--- src/rtl/icache_victim_ctrl.sv ---
// Control FSM for an N-way instruction cache backed by a fully-associative victim buffer.
// Drives array write strobes, fill-source select and the memory read request.
module icache_victim_ctrl #(
    parameter int unsigned WAYS         = 2,
    parameter int unsigned VICT_ENTRIES = 4,
    parameter int unsigned CNT_W        = 32
) (
    input  logic                       clk,
    input  logic                       rst_n,
    input  logic                       mem_read,
    output logic                       mem_resp,
    input  logic [WAYS-1:0]            hit_way,
    input  logic [WAYS-1:0]            valid,
    input  logic [$clog2(WAYS)-1:0]    repl_way,
    input  logic [VICT_ENTRIES-1:0]    vhit,
    input  logic [VICT_ENTRIES-1:0]    vvalid,
    input  logic                       victim_en,
    input  logic                       cnt_clr,
    output logic                       pmem_read,
    input  logic                       pmem_resp,
    output logic [WAYS-1:0]            ld_tag,
    output logic [WAYS-1:0]            ld_data,
    output logic [WAYS-1:0]            ld_valid,
    output logic                       valid_in,
    output logic [1:0]                 data_sel,
    output logic                       ld_lru,
    output logic [$clog2(WAYS)-1:0]    lru_way,
    output logic [VICT_ENTRIES-1:0]    vld_tag,
    output logic [VICT_ENTRIES-1:0]    vld_data,
    output logic [VICT_ENTRIES-1:0]    vld_valid,
    output logic                       v_valid_in,
    output logic [$clog2(WAYS)-1:0]    v_src_way,
    output logic [CNT_W-1:0]           miss_cnt,
    output logic [CNT_W-1:0]           vhit_cnt,
    output logic                       busy
);

    localparam int unsigned WW = $clog2(WAYS);
    localparam int unsigned VW = (VICT_ENTRIES > 1) ? $clog2(VICT_ENTRIES) : 1;

    typedef enum logic [2:0] {IDLE, LOOKUP, SWAP, EVICT, FILL} state_t;

    state_t                  state;
    state_t                  state_next;
    logic [VW-1:0]           vptr;
    logic [WW-1:0]           hit_idx;
    logic                    hit_any;
    logic [VW-1:0]           vhit_idx;
    logic                    vhit_any;
    logic [VW-1:0]           free_idx;
    logic                    free_any;
    logic [VW-1:0]           evict_slot;
    logic [WAYS-1:0]         repl_oh;
    logic                    miss_inc;
    logic                    vhit_inc;

    // Lowest-index priority encoders; multi-hot inputs resolve to the lowest set bit.
    always_comb begin
        hit_idx  = '0;
        vhit_idx = '0;
        free_idx = '0;
        for (int i = WAYS - 1; i >= 0; i--) begin
            if (hit_way[i]) hit_idx = WW'(i);
        end
        for (int i = VICT_ENTRIES - 1; i >= 0; i--) begin
            if (vhit[i])    vhit_idx = VW'(i);
            if (!vvalid[i]) free_idx = VW'(i);
        end
    end

    assign hit_any    = |hit_way;
    assign vhit_any   = |vhit;
    assign free_any   = ~&vvalid;
    assign evict_slot = free_any ? free_idx : vptr;
    assign repl_oh    = WAYS'(1) << repl_way;

    always_comb begin
        state_next = state;
        mem_resp   = 1'b0;
        pmem_read  = 1'b0;
        ld_tag     = '0;
        ld_data    = '0;
        ld_valid   = '0;
        valid_in   = 1'b0;
        data_sel   = 2'b00;
        ld_lru     = 1'b0;
        lru_way    = '0;
        vld_tag    = '0;
        vld_data   = '0;
        vld_valid  = '0;
        v_valid_in = 1'b0;
        v_src_way  = '0;
        miss_inc   = 1'b0;
        vhit_inc   = 1'b0;
        unique case (state)
            IDLE: begin
                if (mem_read) state_next = LOOKUP;
            end
            LOOKUP: begin
                if (!mem_read) begin
                    state_next = IDLE;
                end else if (hit_any) begin
                    mem_resp = 1'b1;
                    ld_lru   = 1'b1;
                    lru_way  = hit_idx;
                end else if (victim_en && vhit_any) begin
                    state_next = SWAP;
                end else if (victim_en && valid[repl_way]) begin
                    state_next = EVICT;
                end else begin
                    state_next = FILL;
                end
            end
            SWAP: begin
                // Cache line and victim entry exchange places in a single cycle.
                if (vhit_any) begin
                    vld_tag   = VICT_ENTRIES'(1) << vhit_idx;
                    vld_data  = VICT_ENTRIES'(1) << vhit_idx;
                    vld_valid = VICT_ENTRIES'(1) << vhit_idx;
                end
                v_valid_in = valid[repl_way];
                v_src_way  = repl_way;
                ld_tag     = repl_oh;
                ld_data    = repl_oh;
                ld_valid   = repl_oh;
                valid_in   = 1'b1;
                data_sel   = 2'b10;
                vhit_inc   = 1'b1;
                state_next = LOOKUP;
            end
            EVICT: begin
                vld_tag    = VICT_ENTRIES'(1) << evict_slot;
                vld_data   = VICT_ENTRIES'(1) << evict_slot;
                vld_valid  = VICT_ENTRIES'(1) << evict_slot;
                v_valid_in = 1'b1;
                v_src_way  = repl_way;
                state_next = FILL;
            end
            FILL: begin
                pmem_read = 1'b1;
                if (pmem_resp) begin
                    ld_tag     = repl_oh;
                    ld_data    = repl_oh;
                    ld_valid   = repl_oh;
                    valid_in   = 1'b1;
                    data_sel   = 2'b01;
                    miss_inc   = 1'b1;
                    state_next = LOOKUP;
                end
            end
            default: state_next = IDLE;
        endcase
    end

    assign busy = (state == SWAP) || (state == EVICT) || (state == FILL);

    always_ff @(posedge clk or negedge rst_n) begin
        if (!rst_n) begin
            state    <= IDLE;
            vptr     <= '0;
            miss_cnt <= '0;
            vhit_cnt <= '0;
        end else begin
            state <= state_next;
            // Round-robin pointer moves only when every victim entry was occupied.
            if (state == EVICT && !free_any) begin
                if (vptr == VW'(VICT_ENTRIES - 1)) vptr <= '0;
                else                               vptr <= vptr + VW'(1);
            end
            if (cnt_clr)                          miss_cnt <= '0;
            else if (miss_inc && miss_cnt != '1)  miss_cnt <= miss_cnt + CNT_W'(1);
            if (cnt_clr)                          vhit_cnt <= '0;
            else if (vhit_inc && vhit_cnt != '1)  vhit_cnt <= vhit_cnt + CNT_W'(1);
        end
    end

endmodule

--- config.mk ---
export PLATFORM = sky130hd
export DESIGN_NAME = icache_victim_ctrl
export DESIGN_NICKNAME = d
export VERILOG_FILES = /design/src/rtl/icache_victim_ctrl.sv
export SDC_FILE = /design/constraint.sdc
export NUM_CORES = 1
export LEC_CHECK = 0
export BUFFER_PORTS_ARGS = -buffer_cell sky130_fd_sc_hd__buf_2
export CAP_MARGIN = 5
export CORE_UTILIZATION = 40
export CTS_BUF_LIST = sky130_fd_sc_hd__clkbuf_8
export DETAILED_ROUTE_END_ITERATION = 8
export PLACE_DENSITY = 0.66
export SLEW_MARGIN = 20
export SYNTH_ARGS = -nofsm -noshare
export SYNTH_HDL_FRONTEND = slang
export SYNTH_SLANG_ARGS = --single-unit
export TNS_END_PERCENT = 30
--- constraint.sdc ---
create_clock -name clk -period 2.3 [get_ports clk]
set_clock_uncertainty 0.05 [all_clocks]
set_input_delay 0.345 -clock clk [delete_from_list [all_inputs] [get_ports clk]]
set_output_delay 0.345 -clock clk [all_outputs]
set_load 0.02 [all_outputs]
==> out/metrics.cfg, run 1 <==
[floorplan]
die_area_um2=11150
dieHeight_um=105.6
die_w_um=105.6
ioPinCount=111
placementRows=37
initial_core_util_pct=41.40
core-area_um2=10370

[placed_design]
place_congestion=0.8549
place_area_um2=5046
place_ws_ps=101.8
port-buffer-count=110
dp_hpwl_um=7943

[cells_and_area]
layout-drive-gt1-share_pct=32.17
final_util_pct=51.15
antennaDiodeCount=0
finalInstanceArea_um2=5304
areaGrowthSynthToFinish_pct=23.55
nets=620
final_cell_mix=110 x buf_2, 68 x dfrtp_1, 40 x nor2_1
final_common_cell=buf_2

[logic_synthesis]
syn_inst=479
synth-seq-cells=69
syn_avg_cell_area_um2=8.962
synth_top_flop_cell=dfrtp_1
synth_top_area_share_pct=40.22
synth_edf_count=0
synth_top_cells_by_area=dfrtp_1 40%, a21oi_1 4.3%, nor2_1 3.6%
synth.distinct_cells=54
netlist_area_um2=4293
yosysWarnings=0
async_flop_share_pct=100.0
synth_largest_area_cell=dfrtp_1
yosysSeqAreaShare_pct=40.22
synth_nets=501

[sta]
finalSetupViolCount=0
report.final.slew_viol_count=0
hold_violations=0
fin_ws_ps=99.65
rsz0062_at_grt=true
layout_min_cycle_time_ps=2200
tightest_slew_ps=532.4
max_clock_freq_ghz=0.4545
maxSlewHeadroom_pct=63.59
fin_crit_sh_pct=95.67

[route]
drc=0
via_per_inst=5.558
drt_wl_total_um=10950
wire_per_inst_um=14.82
num_vias=4107
postRouteAntennaNets=0
drt_iter0_markers=284
first_pass_iters=4

[min_path]
min_path_type=primary input to flip-flop
min_from=hit_way[0]

[critical_path]
reg2reg_to=miss_cnt[5]
r2r-start=miss_cnt[8]
crit_arrival_ps=2370
r2r_slack_ps=100
worstPathRequired_ps=2470
worstSetupStartpointType=flip-flop
crit_start=miss_cnt[8]
r2r_cells=6
path_max_fanout=15
critical_path_class=flip-flop to flip-flop
endpoint=miss_cnt[5]
cp-end-kind=flip-flop

[cts]
clock-root-buffer=clkbuf_8
cts_buffers=9
cts_max_path_buffers=2
clk_latency_ps=340
htree_levels=3
clk_pin_slew_worst_paths_ps=80
clkSinkCount=69
cts_tree=yes

[pwr]
p_leak_nw=2.463
powerDensity_nw_per_um2=521.7
peakVddDrop_mv=0.2537

[job]
cap_violations=0

[grt]
antenna_found_initial=0
grt_usage_pct=20.24
grt-ovfl-total=0
grt_start_max_net_pins=70
grt_pass1_vias=3782
grt_pass1_wl_um=18300

[status]
status=complete, no violations

## report_power, final
group          internal (mW)  switching [mW]
clock network          0.441           0.470
logic                  0.222           0.362
registers               1.25          0.0255
## worst min path at each step
stage	cells past startpoint	end	slack (ps)
floorplan	0	miss_cnt[0]	-0.6
global placement	2	miss_cnt[29]	350
detailed placement	2	miss_cnt[29]	350
CTS	3	state[0]	240
global route	3	state[0]	290
finish	3	state[0]	260
## critical path, cell delays in order, from the launching register on
cell     delay, ps
dfrtp_1        450
nand3_2        200
or4_4          600
nor4_4         180
buf_4          230
nor2b_1         70
mux2_1         300
## per-layer routing
layer / vias up / track usage (%) / part of all wire, %
li1: 1985 / - / -
met1: 1981 / 25.95 / 44
met2: 122 / 34.16 / 49
met3: 19 / 3.587 / 5.2
met4: 0 / 7.440 / 1.6
met5: - / 0 / 0
## Yosys cell counts (4+ instances only)
library cell   n
buf_2          5
a21oi_1       37
inv_1         15
mux2_2        13
or4_1         17
nand4_1       18
nor3b_1        5
or3_1         16
nor3_1        10
nor4_1        12
o21ai_0       20
and4_1         5
nand3_1       22
and3_1         4
nor2_1        41
nor2b_1       20
o31ai_1       17
buf_4         16
clkbuf_1      12
nand2_1       37
xnor2_1       11
dfrtp_1       69
and2_1         4
## cell type report
type                            instances  area [µm²]
Clock buffer                           11       151.4
Clock inverter                          5       26.28
Fill cell                            1003        5066
Inverter                               15       56.30
Multi-Input combinational cell        360        2355
Sequential cell                        69        1728
Tap cell                              136       170.2
Timing Repair Buffer                  143       817.0
## registers in the layout, indices dropped and copies added (netlist names)
register  count
miss_cnt     32
state         3
vhit_cnt     32
vptr          2
## through the flow
step	total power [mW]	TNS, ps	std cells	hold WS [ps]
final	2.767	0	739	260.0
after global routing	2.914	-34.28	739	286.5
after CTS	2.781	0	737	243.5
after detailed placement	1.847	0	720	350.4
after global placement	1.831	0	720	353.2
after floorplan	1.649	-5.387	479	-0.5911
## kinds of logic (layout without fill, tap and decap cells)
group / after synthesis / in the layout / synth area share, %
mux: 19 / 19 / 5.130
buf+inv: 50 / 174 / 6.091
xor+xnor: 14 / 14 / 2.856
flops: 69 / 69 / 40.22
compound gates: 93 / 93 / 13.41
fa+ha+maj: 3 / 3 / 0.8745
simple gates: 231 / 231 / 31.42
## what timing repair did
action                                 4_1_cts  5_1_grt
pin swaps                                    0        1
hold buffers                                 1        0
resized for setup                            3        9
buffers inserted                             1        2
setup endpoints to repair                   15       21
endpoints found under the hold margin       69        0
No activity file was read; power rests on OpenSTA's default activity.
==> run 2: changes to the inputs <==
--- a/config.mk
+++ b/config.mk
@@ -5,7 +5,8 @@
 export SDC_FILE = /design/constraint.sdc
 export NUM_CORES = 1
 export LEC_CHECK = 0
-export BUFFER_PORTS_ARGS = -buffer_cell sky130_fd_sc_hd__buf_2
+export ABC_CLOCK_PERIOD_IN_PS = 2300
+export BUFFER_PORTS_ARGS = -buffer_cell sky130_fd_sc_hd__buf_4
 export CAP_MARGIN = 5
 export CORE_UTILIZATION = 40
 export CTS_BUF_LIST = sky130_fd_sc_hd__clkbuf_8
==> run 2 against run 1 <==
  * Die area unchanged
  * Fmax down 3.2%
  * Sequential power about the same
  * Via count down 0.44%
  * Clock power up 39%
  * First-iteration DRC count down 38%
  * Total power up 15%
==> out/metrics.cfg, run 2 (same netlist as run 1, synthesis figures left out) <==
[route]
first_pass_iters=4  ; unchanged
drt_wl_total_um=11040  ; +0.84%
met1_length_um=4940  ; +2.4%
wl_met3_um=451  ; -20%
wire_per_inst_um=14.96  ; +0.98%
num_vias=4089  ; -0.44%
drc=0  ; unchanged
drt_iter0_markers=175  ; -38%
wl_met2_um=5520  ; +2.5%
via_per_inst=5.541  ; -0.30%
top_layer_used=met4
postRouteAntennaNets=0  ; unchanged

[grt]
grt_pass1_wl_um=18370  ; +0.38%
antenna_found_initial=0  ; unchanged
grt-ovfl-total=0  ; unchanged
grt_start_max_net_pins=63  ; -10%
grt_pass1_vias=3844  ; +1.6%
grt_usage_pct=20.39  ; +0.15 points

[floorplan]
dieHeight_um=105.6  ; unchanged
placementRows=37  ; unchanged
initial_core_util_pct=41.40  ; unchanged
core-area_um2=10370  ; unchanged
ioPinCount=111  ; unchanged
die_w_um=105.6  ; unchanged
die_area_um2=11150  ; unchanged

[cells_and_area]
final_cell_mix=138 x buf_4, 67 x dfrtp_1, 40 x nor2_1
layout.filler_cells=969  ; -3.4%
layout-drive-gt1-share_pct=32.72  ; +0.55 points
antennaDiodeCount=0  ; unchanged
largestRegisters=miss_cnt: 32 flops, vhit_cnt: 32 flops, state: 3 flops
final_util_pct=54.54  ; +3.4 points
areaGrowthSynthToFinish_pct=31.74
nets=619  ; -0.16%
final_common_cell=buf_4

[sta]
maxSlewHeadroom_pct=58.13  ; -5.5 points
tightest_slew_ps=628.1  ; +95.69 ps
rsz0062_at_grt=true
max_clock_freq_ghz=0.4398  ; -3.2%
finalSetupViolCount=0  ; unchanged
report.final.slew_viol_count=0  ; unchanged
layout_min_cycle_time_ps=2274  ; +73.48 ps
fin_crit_sh_pct=98.86  ; +3.2 points
hold_violations=0  ; unchanged

[critical_path]
crit_arrival_ps=1880  ; -490 ps
crit_start=state[1]
cp-end-kind=primary output
worstSetupStartpointType=flip-flop
path_max_fanout=6  ; -9
worstPathRequired_ps=1900  ; -570 ps
r2r-start=miss_cnt[25]
critical_path_class=flip-flop to primary output

[cts]
htree_levels=3  ; unchanged
clock-root-buffer=clkbuf_8
cts_buffers=9  ; unchanged
cts_tree=yes
clk_pin_slew_worst_paths_ps=70  ; about the same
cts_max_path_buffers=2  ; unchanged
clk_latency_ps=350  ; about the same
clkSinkCount=69  ; unchanged

[placed_design]
port-buffer-count=110  ; unchanged
dp_hpwl_um=7997  ; +0.68%
place_congestion=0.8149  ; -4.7%

[status]
status=complete, no violations

[pwr]
total_power_mw=3.171  ; +15%
powerDensity_nw_per_um2=560.7  ; +7.5%
p_leak_nw=2.505  ; +1.7%
peakVddDrop_mv=0.2934  ; +16%

[min_path]
min_from=hit_way[0]
min_path_type=primary input to flip-flop

[job]
cap_violations=0  ; unchanged

[run 2: final timing paths]
path                                 to  slack (ps)  cells past startpoint
setup reg to reg            miss_cnt[2]          80                      6
hold / removal                 state[0]         250                      3
max in group asynchronous  vhit_cnt[12]        1150                      3
setup / recovery           vld_valid[0]          30                      6
hold reg to reg                 vptr[1]         510                      1
min in group asynchronous  miss_cnt[25]         420                      2
[run 2: per-stage QoR]
step	setup slack (ps)	instances	setup TNS, ps	hold slack [ps]	area (µm²)
floorplan	-2.694	479	-5.387	-0.5911	4293
global placement	180.1	720	0	264.0	5321
detailed placement	62.54	720	0	268.8	5321
CTS	13.06	738	0	223.9	5623
global route	-64.67	738	-535.3	234.9	5655
finish	26.17	738	0	245.8	5655
[run 2: critical path, stage by stage (launching register included)]
cell and delay (ps):
dfrtp_1 420, or3b_4 410, buf_4 150, inv_1 60, buf_4 150, a22o_1 190
buf_4 160
[run 2: area by class of cell]
type | count | area (µm²) | area share (%)
Sequential cell | 69 | 1729 | 30.58
Clock buffer | 12 | 165.2 | 2.920
Clock inverter | 4 | 93.84 | 1.659
Multi-Input combinational cell | 360 | 2352 | 41.59
Timing Repair Buffer | 142 | 1089 | 19.25
Tap cell | 136 | 170.2 | 3.009
Inverter | 15 | 56.30 | 0.9956
[run 2: metal layers]
metal | global-route usage [%] | vias to the layer above
li1 | - | 1992
met1 | 25.86 | 1988
met2 | 34.54 | 95
met3 | 4.082 | 14
met4 | 7.143 | 0
met5 | 0 | -
[run 2: what timing repair did]
action,CTS,global route
setup endpoints to repair,15,22
gates cloned,0,0
endpoints found under the hold margin,29,0
buffers inserted,1,0
gates resized for setup,7,12
hold buffers,1,0
[run 2: power breakdown]
group	switching [mW]	internal (mW)	total [mW]
Combinational	0.363	0.264	0.627
Sequential	0.0256	1.25	1.27
Clock	0.467	0.806	1.27
